**src/rtl/bus_cycle_decoder_pkg.sv**
```systemverilog
`default_nettype none
// ============================================================================
// Module      : bus_cycle_decoder_pkg
// Description : Shared state, cycle-type and wait-count definitions for the
//               8088 local-bus cycle decoder.
// Revision    : 1.0 - initial release
// ============================================================================
package bus_cycle_decoder_pkg;

    localparam int unsigned c_CNT_W    = 3;
    localparam int unsigned c_MAX_WAIT = 7;

    typedef enum logic [1:0] {
        ST_IDLE = 2'd0,
        ST_ADDR = 2'd1,
        ST_WAIT = 2'd2,
        ST_XFER = 2'd3
    } bcd_state_e;

    // Encoded as {io, write} so the value doubles as a strobe index.
    typedef enum logic [1:0] {
        CYC_MEM_RD = 2'd0,
        CYC_MEM_WR = 2'd1,
        CYC_IO_RD  = 2'd2,
        CYC_IO_WR  = 2'd3
    } bcd_cycle_e;

    function automatic bcd_cycle_e cycle_type(input logic io, input logic rd);
        return bcd_cycle_e'({io, ~rd});
    endfunction

endpackage
`default_nettype wire

```
**src/rtl/bus_cycle_decoder_wait.sv**
```systemverilog
`default_nettype none
// ============================================================================
// Module      : wait_state_counter
// Description : Loadable down-counter that saturates at zero; sets the
//               wait-state length of a bus cycle.
// Revision    : 1.0 - initial release
// ============================================================================
module wait_state_counter #(
    parameter int unsigned WIDTH = 3
) (
    input  logic             clk,
    input  logic             rst,
    input  logic             load_i,
    input  logic [WIDTH-1:0] load_val_i,
    input  logic             dec_i,
    output logic             zero_o
);

    logic [WIDTH-1:0] count_q;
    logic [WIDTH-1:0] count_d;

    always_comb begin
        count_d = count_q;
        if (load_i) begin
            count_d = load_val_i;
        end else if (dec_i && (count_q != '0)) begin
            count_d = count_q - WIDTH'(1);
        end
    end

    always_ff @(posedge clk or posedge rst) begin
        if (rst) begin
            count_q <= '0;
        end else begin
            count_q <= count_d;
        end
    end

    assign zero_o = (count_q == '0);

endmodule
`default_nettype wire

```
**src/rtl/bus_cycle_decoder.sv**
```systemverilog
`default_nettype none
// ============================================================================
// Module      : bus_cycle_decoder
// Description : Demultiplexes the 8088 AD bus, decodes memory/I/O strobes,
//               inserts wait states and returns read data onto the AD bus.
// Revision    : 1.0 - initial release
// ============================================================================
module bus_cycle_decoder
    import bus_cycle_decoder_pkg::*;
#(
    parameter int unsigned MEM_WAIT = 1,
    parameter int unsigned IO_WAIT  = 3
) (
    input  logic        clk,
    input  logic        rst,
    input  logic        ale,
    input  logic [11:0] a,
    input  logic [7:0]  ad_in,
    output logic [7:0]  ad_out,
    output logic        ad_oe,
    input  logic        rd_n,
    input  logic        wr_n,
    input  logic        iom,
    output logic        ready,
    output logic [19:0] dev_addr,
    output logic [7:0]  dev_wdata,
    input  logic [7:0]  dev_rdata,
    input  logic        dev_wait,
    output logic        mem_rd,
    output logic        mem_wr,
    output logic        io_rd,
    output logic        io_wr,
    output logic        bus_err
);

    if (MEM_WAIT > c_MAX_WAIT) begin : g_bad_mem_wait
        $error("bus_cycle_decoder: MEM_WAIT must be in 0..7");
    end
    if (IO_WAIT > c_MAX_WAIT) begin : g_bad_io_wait
        $error("bus_cycle_decoder: IO_WAIT must be in 0..7");
    end

    localparam logic [c_CNT_W-1:0] c_MEM_LOAD = c_CNT_W'(MEM_WAIT);
    localparam logic [c_CNT_W-1:0] c_IO_LOAD  = c_CNT_W'(IO_WAIT);

    bcd_state_e   state_q, state_d;
    bcd_cycle_e   cyc_d;
    logic [19:0]  addr_q, addr_d;
    logic [7:0]   wdata_q, wdata_d;
    logic [7:0]   ad_out_q, ad_out_d;
    logic         ad_oe_q, ad_oe_d;
    logic         io_q, io_d;
    logic         read_q, read_d;
    logic         err_q, err_d;
    logic         abort_q, abort_d;
    logic         bus_err_q, bus_err_d;
    logic         ready_q, ready_d;
    logic [3:0]   strobe_q, strobe_d;

    logic               cnt_load;
    logic               cnt_dec;
    logic               cnt_zero;
    logic [c_CNT_W-1:0] cnt_load_val;

    assign cnt_load_val = io_q ? c_IO_LOAD : c_MEM_LOAD;

    wait_state_counter #(
        .WIDTH (c_CNT_W)
    ) u_wait_cnt (
        .clk        (clk),
        .rst        (rst),
        .load_i     (cnt_load),
        .load_val_i (cnt_load_val),
        .dec_i      (cnt_dec),
        .zero_o     (cnt_zero)
    );

    always_comb begin
        state_d   = state_q;
        addr_d    = addr_q;
        wdata_d   = wdata_q;
        ad_out_d  = ad_out_q;
        io_d      = io_q;
        read_d    = read_q;
        err_d     = err_q;
        abort_d   = abort_q;
        bus_err_d = 1'b0;
        cnt_load  = 1'b0;
        cnt_dec   = 1'b0;

        case (state_q)
            ST_IDLE: begin
                if (ale) begin
                    addr_d  = {a, ad_in};
                    io_d    = iom;
                    err_d   = 1'b0;
                    abort_d = 1'b0;
                    state_d = ST_ADDR;
                end
            end
            ST_ADDR: begin
                if (ale) begin
                    addr_d = {a, ad_in};
                    io_d   = iom;
                end else if (!rd_n && wr_n) begin
                    read_d   = 1'b1;
                    cnt_load = 1'b1;
                    state_d  = ST_WAIT;
                end else if (!wr_n && rd_n) begin
                    read_d   = 1'b0;
                    wdata_d  = ad_in;
                    cnt_load = 1'b1;
                    state_d  = ST_WAIT;
                end else if (!rd_n && !wr_n) begin
                    read_d    = 1'b0;
                    err_d     = 1'b1;
                    bus_err_d = 1'b1;
                    state_d   = ST_XFER;
                end
            end
            ST_WAIT: begin
                cnt_dec = !cnt_zero;
                // CPU released its strobe early: flag once, but keep counting down.
                if (rd_n && wr_n && !abort_q) begin
                    abort_d   = 1'b1;
                    bus_err_d = 1'b1;
                end
                if (cnt_zero && !dev_wait) begin
                    if (abort_d) begin
                        state_d = ST_IDLE;
                    end else begin
                        if (read_q) begin
                            ad_out_d = dev_rdata;
                        end
                        state_d = ST_XFER;
                    end
                end
            end
            ST_XFER: begin
                if (rd_n && wr_n) begin
                    state_d = ST_IDLE;
                end
            end
            default: begin
                state_d = ST_IDLE;
            end
        endcase

        // Outputs are derived from the next state so they register in step with it.
        cyc_d    = cycle_type(io_d, read_d);
        strobe_d = '0;
        if (state_d == ST_WAIT) begin
            strobe_d[cyc_d] = 1'b1;
        end
        ready_d = (state_d != ST_WAIT);
        ad_oe_d = (state_d == ST_XFER) && read_d && !err_d && !rd_n;
    end

    always_ff @(posedge clk or posedge rst) begin
        if (rst) begin
            state_q   <= ST_IDLE;
            addr_q    <= '0;
            wdata_q   <= '0;
            ad_out_q  <= '0;
            ad_oe_q   <= 1'b0;
            io_q      <= 1'b0;
            read_q    <= 1'b0;
            err_q     <= 1'b0;
            abort_q   <= 1'b0;
            bus_err_q <= 1'b0;
            ready_q   <= 1'b1;
            strobe_q  <= '0;
        end else begin
            state_q   <= state_d;
            addr_q    <= addr_d;
            wdata_q   <= wdata_d;
            ad_out_q  <= ad_out_d;
            ad_oe_q   <= ad_oe_d;
            io_q      <= io_d;
            read_q    <= read_d;
            err_q     <= err_d;
            abort_q   <= abort_d;
            bus_err_q <= bus_err_d;
            ready_q   <= ready_d;
            strobe_q  <= strobe_d;
        end
    end

    assign dev_addr  = addr_q;
    assign dev_wdata = wdata_q;
    assign ad_out    = ad_out_q;
    assign ad_oe     = ad_oe_q;
    assign ready     = ready_q;
    assign bus_err   = bus_err_q;
    assign mem_rd    = strobe_q[CYC_MEM_RD];
    assign mem_wr    = strobe_q[CYC_MEM_WR];
    assign io_rd     = strobe_q[CYC_IO_RD];
    assign io_wr     = strobe_q[CYC_IO_WR];

endmodule
`default_nettype wire

```
**config.mk**
```make
export PLATFORM = sky130hd
export DESIGN_NAME = bus_cycle_decoder
export DESIGN_NICKNAME = d
export VERILOG_FILES = /design/src/rtl/bus_cycle_decoder_pkg.sv /design/src/rtl/bus_cycle_decoder_wait.sv /design/src/rtl/bus_cycle_decoder.sv
export SDC_FILE = /design/constraint.sdc
export NUM_CORES = 1
export LEC_CHECK = 0
export CORE_MARGIN = 5
export CORE_UTILIZATION = 35
export CTS_CLUSTER_SIZE = 20
export DETAILED_ROUTE_END_ITERATION = 8
export HOLD_SLACK_MARGIN = 0.03
export PLACE_DENSITY_LB_ADDON = 0.2
export REMOVE_ABC_BUFFERS = 1
export SLEW_MARGIN = 20
export SYNTH_ARGS = -nofsm -noshare
export SYNTH_HDL_FRONTEND = slang
export SYNTH_HIERARCHICAL = 1
export SYNTH_SLANG_ARGS = --single-unit
```
**constraint.sdc**
```tcl
create_clock -name clk -period 4.1 [get_ports clk]
set_clock_uncertainty 0.2 [all_clocks]
set_input_delay 0.615 -clock clk [delete_from_list [all_inputs] [get_ports clk]]
set_output_delay 0.615 -clock clk [all_outputs]
set_load 0.01 [all_outputs]
```
**Word level (Yosys, flattened, before mapping)**

Cells that the tools add are included.

- Flip-flop bits (word level): 52
- Bits of input ports: 35
- Output and inout port bits: 43
- Logic and storage cells: 97

- Add/subtract/negate cells: 1
- Magnitude comparators: 2
- Equal/unequal tests: 7
- Multiplexer cells: 43
- Bitwise operators: 4
- Reduce and logical (&&, ||, !) cells: 27

Operators by type and width:

| operator | number |
|---|---|
| $mux W1 | 26 |
| $mux W2 | 9 |
| $logic_and A1 B1 Y1 | 11 |
| $eq A2 B2 Y1 const B | 4 |
| $pmux W2 S4 | 1 |
| $reduce_and A4 Y1 | 2 |
| $logic_not A1 Y1 | 6 |
| $mux W3 | 2 |
| $pmux W1 S2 | 3 |
| $mux W4 | 1 |
| $ne A2 B2 Y1 const B | 2 |
| $not A1 Y1 | 4 |
| $reduce_and A2 Y1 | 2 |
| $reduce_bool A2 Y1 | 2 |
| $logic_not A3 Y1 | 1 |
| $lt A2 B3 Y1 const B | 1 |
| $reduce_bool A3 Y1 | 1 |
| $sub A3 B1 Y3 const B | 1 |
| $demux W1 S2 | 1 |
| $eq A2 B1 Y1 const B | 1 |
| $ge A2 B1 Y1 const B | 1 |
| $logic_not A2 Y1 | 1 |
| $reduce_or A2 Y1 | 1 |

**Longest topological paths before layout**

- Word-level depth: 13
- Gate-level depth with buffers: 8
- Depth with buffers taken out: 8

**Hierarchy**

Netlist, hierarchy kept.

By module, submodules not included:

| module | times used | cells an instance | area each (um^2) | seq. area each (um^2) |
|---|---|---|---|---|
| bus_cycle_decoder | 1 | 155 | 2,134.5 | 1,227.4 |
| wait_state_counter | 1 | 20 | 193.9 | 75.1 |

**Least setup slack after synthesis**

Ideal clock, no wire load.

- Path type: register -> register
- Start point: register u_wait_cnt.count_q[0]
- End point: register strobe_q[2]
- Setup time: 0.086 ns
- Arrival: 1.819 ns
- Required time: 3.814 ns
- Slack: 1.995 ns
- Cell stages (with the launch flop): 9
- Path buffers: 0
- Period minus slack after synthesis: 2.105 ns
- Cells stage by stage: dfrtp_1 -> inv_1 -> ha_1 -> ha_1 -> nor4b_1 -> a21o_1 -> a2111oi_4 -> o22ai_2 -> nor3_1

- Cells in the longest elaborated chain, start to end: 6

Ends and longest elaborated chain:

| item | RTL line | RTL |
|---|---|---|
| start, declared | bus_cycle_decoder_wait.sv:19 | `logic [WIDTH-1:0] count_q;` |
| start signal, assigned | bus_cycle_decoder_wait.sv:35 | `count_q <= count_d;` |
| $logic_not A3 Y1 | bus_cycle_decoder_wait.sv:39 | `assign zero_o = (count_q == '0);` |
| net cnt_zero | bus_cycle_decoder.sv:62 | `logic cnt_zero;` |
| $logic_and A1 B1 Y1 | bus_cycle_decoder.sv:128 | `if (cnt_zero && !dev_wait) begin` |
| $mux W2 | bus_cycle_decoder.sv:128 |  |
| $pmux W2 S4 | bus_cycle_decoder.sv:91 | `case (state_q)` |
| $eq A2 B2 Y1 | bus_cycle_decoder.sv:152 | `if (state_d == ST_WAIT) begin` |
| $mux W4 | bus_cycle_decoder.sv:152 |  |
| net strobe_d[2] | bus_cycle_decoder.sv:58 | `logic [3:0] strobe_q, strobe_d;` |
| end signal, assigned | bus_cycle_decoder.sv:185 | `strobe_q <= strobe_d;` |
| end, declared | bus_cycle_decoder.sv:58 |  |

The timed path passes the listed nets, and every way through them passes these cells.
A chain may end at the register's enable or synchronous reset.

**Final worst setup path**

- Start point: input rd_n
- End point: register strobe_q[2]

- Cells in the longest elaborated chain, start to end: 13
- Elaborated cells between the ends (all ways): 29
- Classes of those cells: 2 x order compare; 1 x eq/ne; 18 x mux; 1 x bitwise; 7 x reduce/logical

Ends and longest elaborated chain:

| item | RTL line | RTL |
|---|---|---|
| start, declared | bus_cycle_decoder.sv:21 | `input logic rd_n,` |
| $logic_not A1 Y1 | bus_cycle_decoder.sv:105, bus_cycle_decoder.sv:114 |  |
| $logic_and A1 B1 Y1 | bus_cycle_decoder.sv:114 | `end else if (!rd_n && !wr_n) begin` |
| $mux W1 | bus_cycle_decoder.sv:114 |  |
| $mux W1 | bus_cycle_decoder.sv:109 | `end else if (!wr_n && rd_n) begin` |
| $mux W1 | bus_cycle_decoder.sv:105 | `end else if (!rd_n && wr_n) begin` |
| $mux W1 | bus_cycle_decoder.sv:102 | `if (ale) begin` |
| $mux W1 | bus_cycle_decoder.sv:91 |  |
| $not A1 Y1 | bus_cycle_decoder_pkg.sv:29 | `return bcd_cycle_e'({io, ~rd});` |
| $lt A2 B3 Y1 (implied by the code) / $ge A2 B1 Y1 (equally long branches) | bus_cycle_decoder.sv:153 | `strobe_d[cyc_d] = 1'b1;` |
| $logic_and A1 B1 Y1 (implied by the code) | bus_cycle_decoder.sv:153 |  |
| $mux W1 (implied by the code) | bus_cycle_decoder.sv:153 |  |
| $demux W1 S2 | bus_cycle_decoder.sv:153 |  |
| $mux W4 (*) | bus_cycle_decoder.sv:152 |  |
| net strobe_d[2] | bus_cycle_decoder.sv:58 |  |

Mark *: on every way through the listed nets, which the timed path passes. The rest lies on a longest branch. The select of a mux whose other input is x is not followed.

==> qor.csv <==
metric,value,unit
WL met3,444,um
DR top layer,met4,
unrepaired setup endpoints after global routing,no,
PwrDens,660,mW/mm^2
Root Buffer,clkbuf_8,
"Setup Fix Bufs, Post-CTS",0,
Final Hold Fails,0,
top_reg_cell synth,dfrtp_1,
Setup WS pre-CTS,1.18,ns
Mapped Area,0.00233,mm^2
Peak Freq,0.380,GHz
first-pass GRT wire length,8420,um
Slew Limit Fails,0,
Setup TNS,0,ns
Post-DP HPWL,3750,um
Synth Register Bits,52,
cts hold-fix bufs,0,
nets,303,
CTS Buf Count,5,
Clock Sink Count,52,
drt total wl,5040,um
top-area cell type share of the netlist area,0.548,
Synth area leader,dfrtp_1,
"leading cell type in the layout, fill and taps excluded",clkdlybuf4s50_1,
VDD IR-drop max,0.000321,V
Area after DPL,0.00319,mm^2
initial antenna violation count,0,
status,completed,
part of the cycle the worst path needs,0.642,
total track usage,0.125,
Clock Tree Buf Depth,2,
ys async rst share,1.00,
max_cap viols,0,
YS warnings,6,
Leak Pwr,1.43,nW
final worst setup slack,1.47,ns
Post-CTS Resized,0,
Post-synth EDFFs,0,
I/O Pins,78,
Vias,1606,
worst path arrival time,2.65,ns
Antenna Nets Post-Route,0,
First-pass DRT Iterations,4,
Worst-Margin Slew,0.847,ns
Critical Path RT,4.12,ns
drc violations,0,
die width,91.6,um
total gr overflow,0,
largest net degree at the start of global routing,50,
initial DRC count,19,
Placer Congestion,0.803,
H-tree levels,2,
Final setup viols,0,
Layout area overhead,41.3,%
core area,0.00642,mm^2
die area,0.00838,mm^2
Synth cell types,41,
Inst Count DP,327,
Worst Hold Class,flip-flop to flip-flop,
wire length on met1,2280,um
Diodes inserted,0,
relative slew slack,0.434,
DR vias/cell,4.79,
Worst-path clk slew,0.10,ns
Die Height,91.6,um
port bufs,77,
Avg WL per Cell,15.1,um
clock latency on the worst-skew pair,0.30,ns
Worst Setup End Kind,flip-flop,
synthesized instance count,175,
CP max FO,6,
"top cells by area, synth","dfrtp_1 (55%), mux2_2 (17%), ha_1 (5.9%), inv_1 (1.9%), nor2b_1 (1.3%)",
wire length on met2,2290,um
row count,29,
Final Cell Area,0.00329,mm^2
Worst Setup Start Kind,primary input,
vias in the first global route,1699,
min cycle time layout,2.63,ns
fin cells,335,
most frequent cells in the layout,"clkdlybuf4s50_1 (77), dfrtp_1 (51), mux2_2 (36)",
Setup CP Type,primary input to flip-flop,
sequential element share of the synthesized area,0.559,
initial core utilization,0.363,
share of cells above drive strength 1,0.209,
CTS tree,built,
Avg Inst Size Synth,13.3,um^2
per-layer routing:
metal	global-route usage	vias up
met5	0	-
met4	0.0264	0
met3	0.0471	2
met2	0.198	63
met1	0.163	766
li1	-	775
worst max-delay path, stage by stage:
cell and delay [ns]:
clkdlybuf4s50_1 0.50, ha_1 0.33, nor4b_1 0.43, a21oi_1 0.10
o32ai_2 0.28, o22ai_2 0.18, nor3_1 0.22
kinds of logic after synthesis:
| logic type | synth area share |
|---|---|
| flops | 0.559 |
| simple gates | 0.104 |
| mux | 0.178 |
| buf+inv | 0.0253 |
| compound gates | 0.0709 |
| other cells | 0.00323 |
| fa+ha+maj | 0.0591 |
through the flow:
step           power, mW   util  hold WS, ns
5_1_grt             2.33  0.512        0.329
3_5_place_dp        1.89  0.497        0.287
3_3_place_gp        1.87  0.497        0.284
6_report            2.17  0.512        0.307
2_1_floorplan       1.38      -        0.169
4_1_cts             2.21  0.512        0.310
power by group:
| part | internal, mW | total (mW) | switching [mW] |
|---|---|---|---|
| Clock | 0.138 | 0.308 | 0.169 |
| Combinational | 0.591 | 1.03 | 0.438 |
| Sequential | 0.728 | 0.836 | 0.107 |
cell type report:
cell class	count	area [um^2]
Clock buffer	6	82.6
Clock inverter	2	13.8
Fill cell	565	3130
Inverter	12	46.3
Multi-Input combinational cell	108	971
Sequential cell	52	1300
Tap cell	77	96.3
Timing Repair Buffer	78	778
synth_stat cells, drive strengths merged, types with 2 or more instances:
master,count
a21oi,4
and2,3
buf,2
conb,2
dfrtp,51
ha,11
inv,12
mux2,36
nand2,6
nand2b,4
nor2,4
nor2b,5
nor3,5
nor3b,2
o21ai,4
o22ai,2
o311ai,2
or2,2
or4b,3
state kept, by name, indices dropped and copies added (netlist names):
register,cells
abort_q,1
ad_oe,1
ad_out,8
bus_err,1
dev_addr,20
dev_wdata,8
err_q,1
io_q,1
read_q,1
ready,1
state_q,2
strobe_q,4
u_wait_cnt/count_q,3
worst paths after layout:
kind                                       start  cells after the start  slack [ns]               endpoint
max                                         rd_n                      7        1.47            strobe_q[2]
min                                         io_q                      2        0.31  u_wait_cnt/count_q[1]
max reg2reg                u_wait_cnt/count_q[0]                      8        1.77            strobe_q[2]
min reg2reg                                 io_q                      2        0.31  u_wait_cnt/count_q[1]
max in group asynchronous                    rst                      2        2.58                  err_q
min in group asynchronous                    rst                      2        0.33  u_wait_cnt/count_q[2]
No activity file was read; power rests on OpenSTA's default activity.
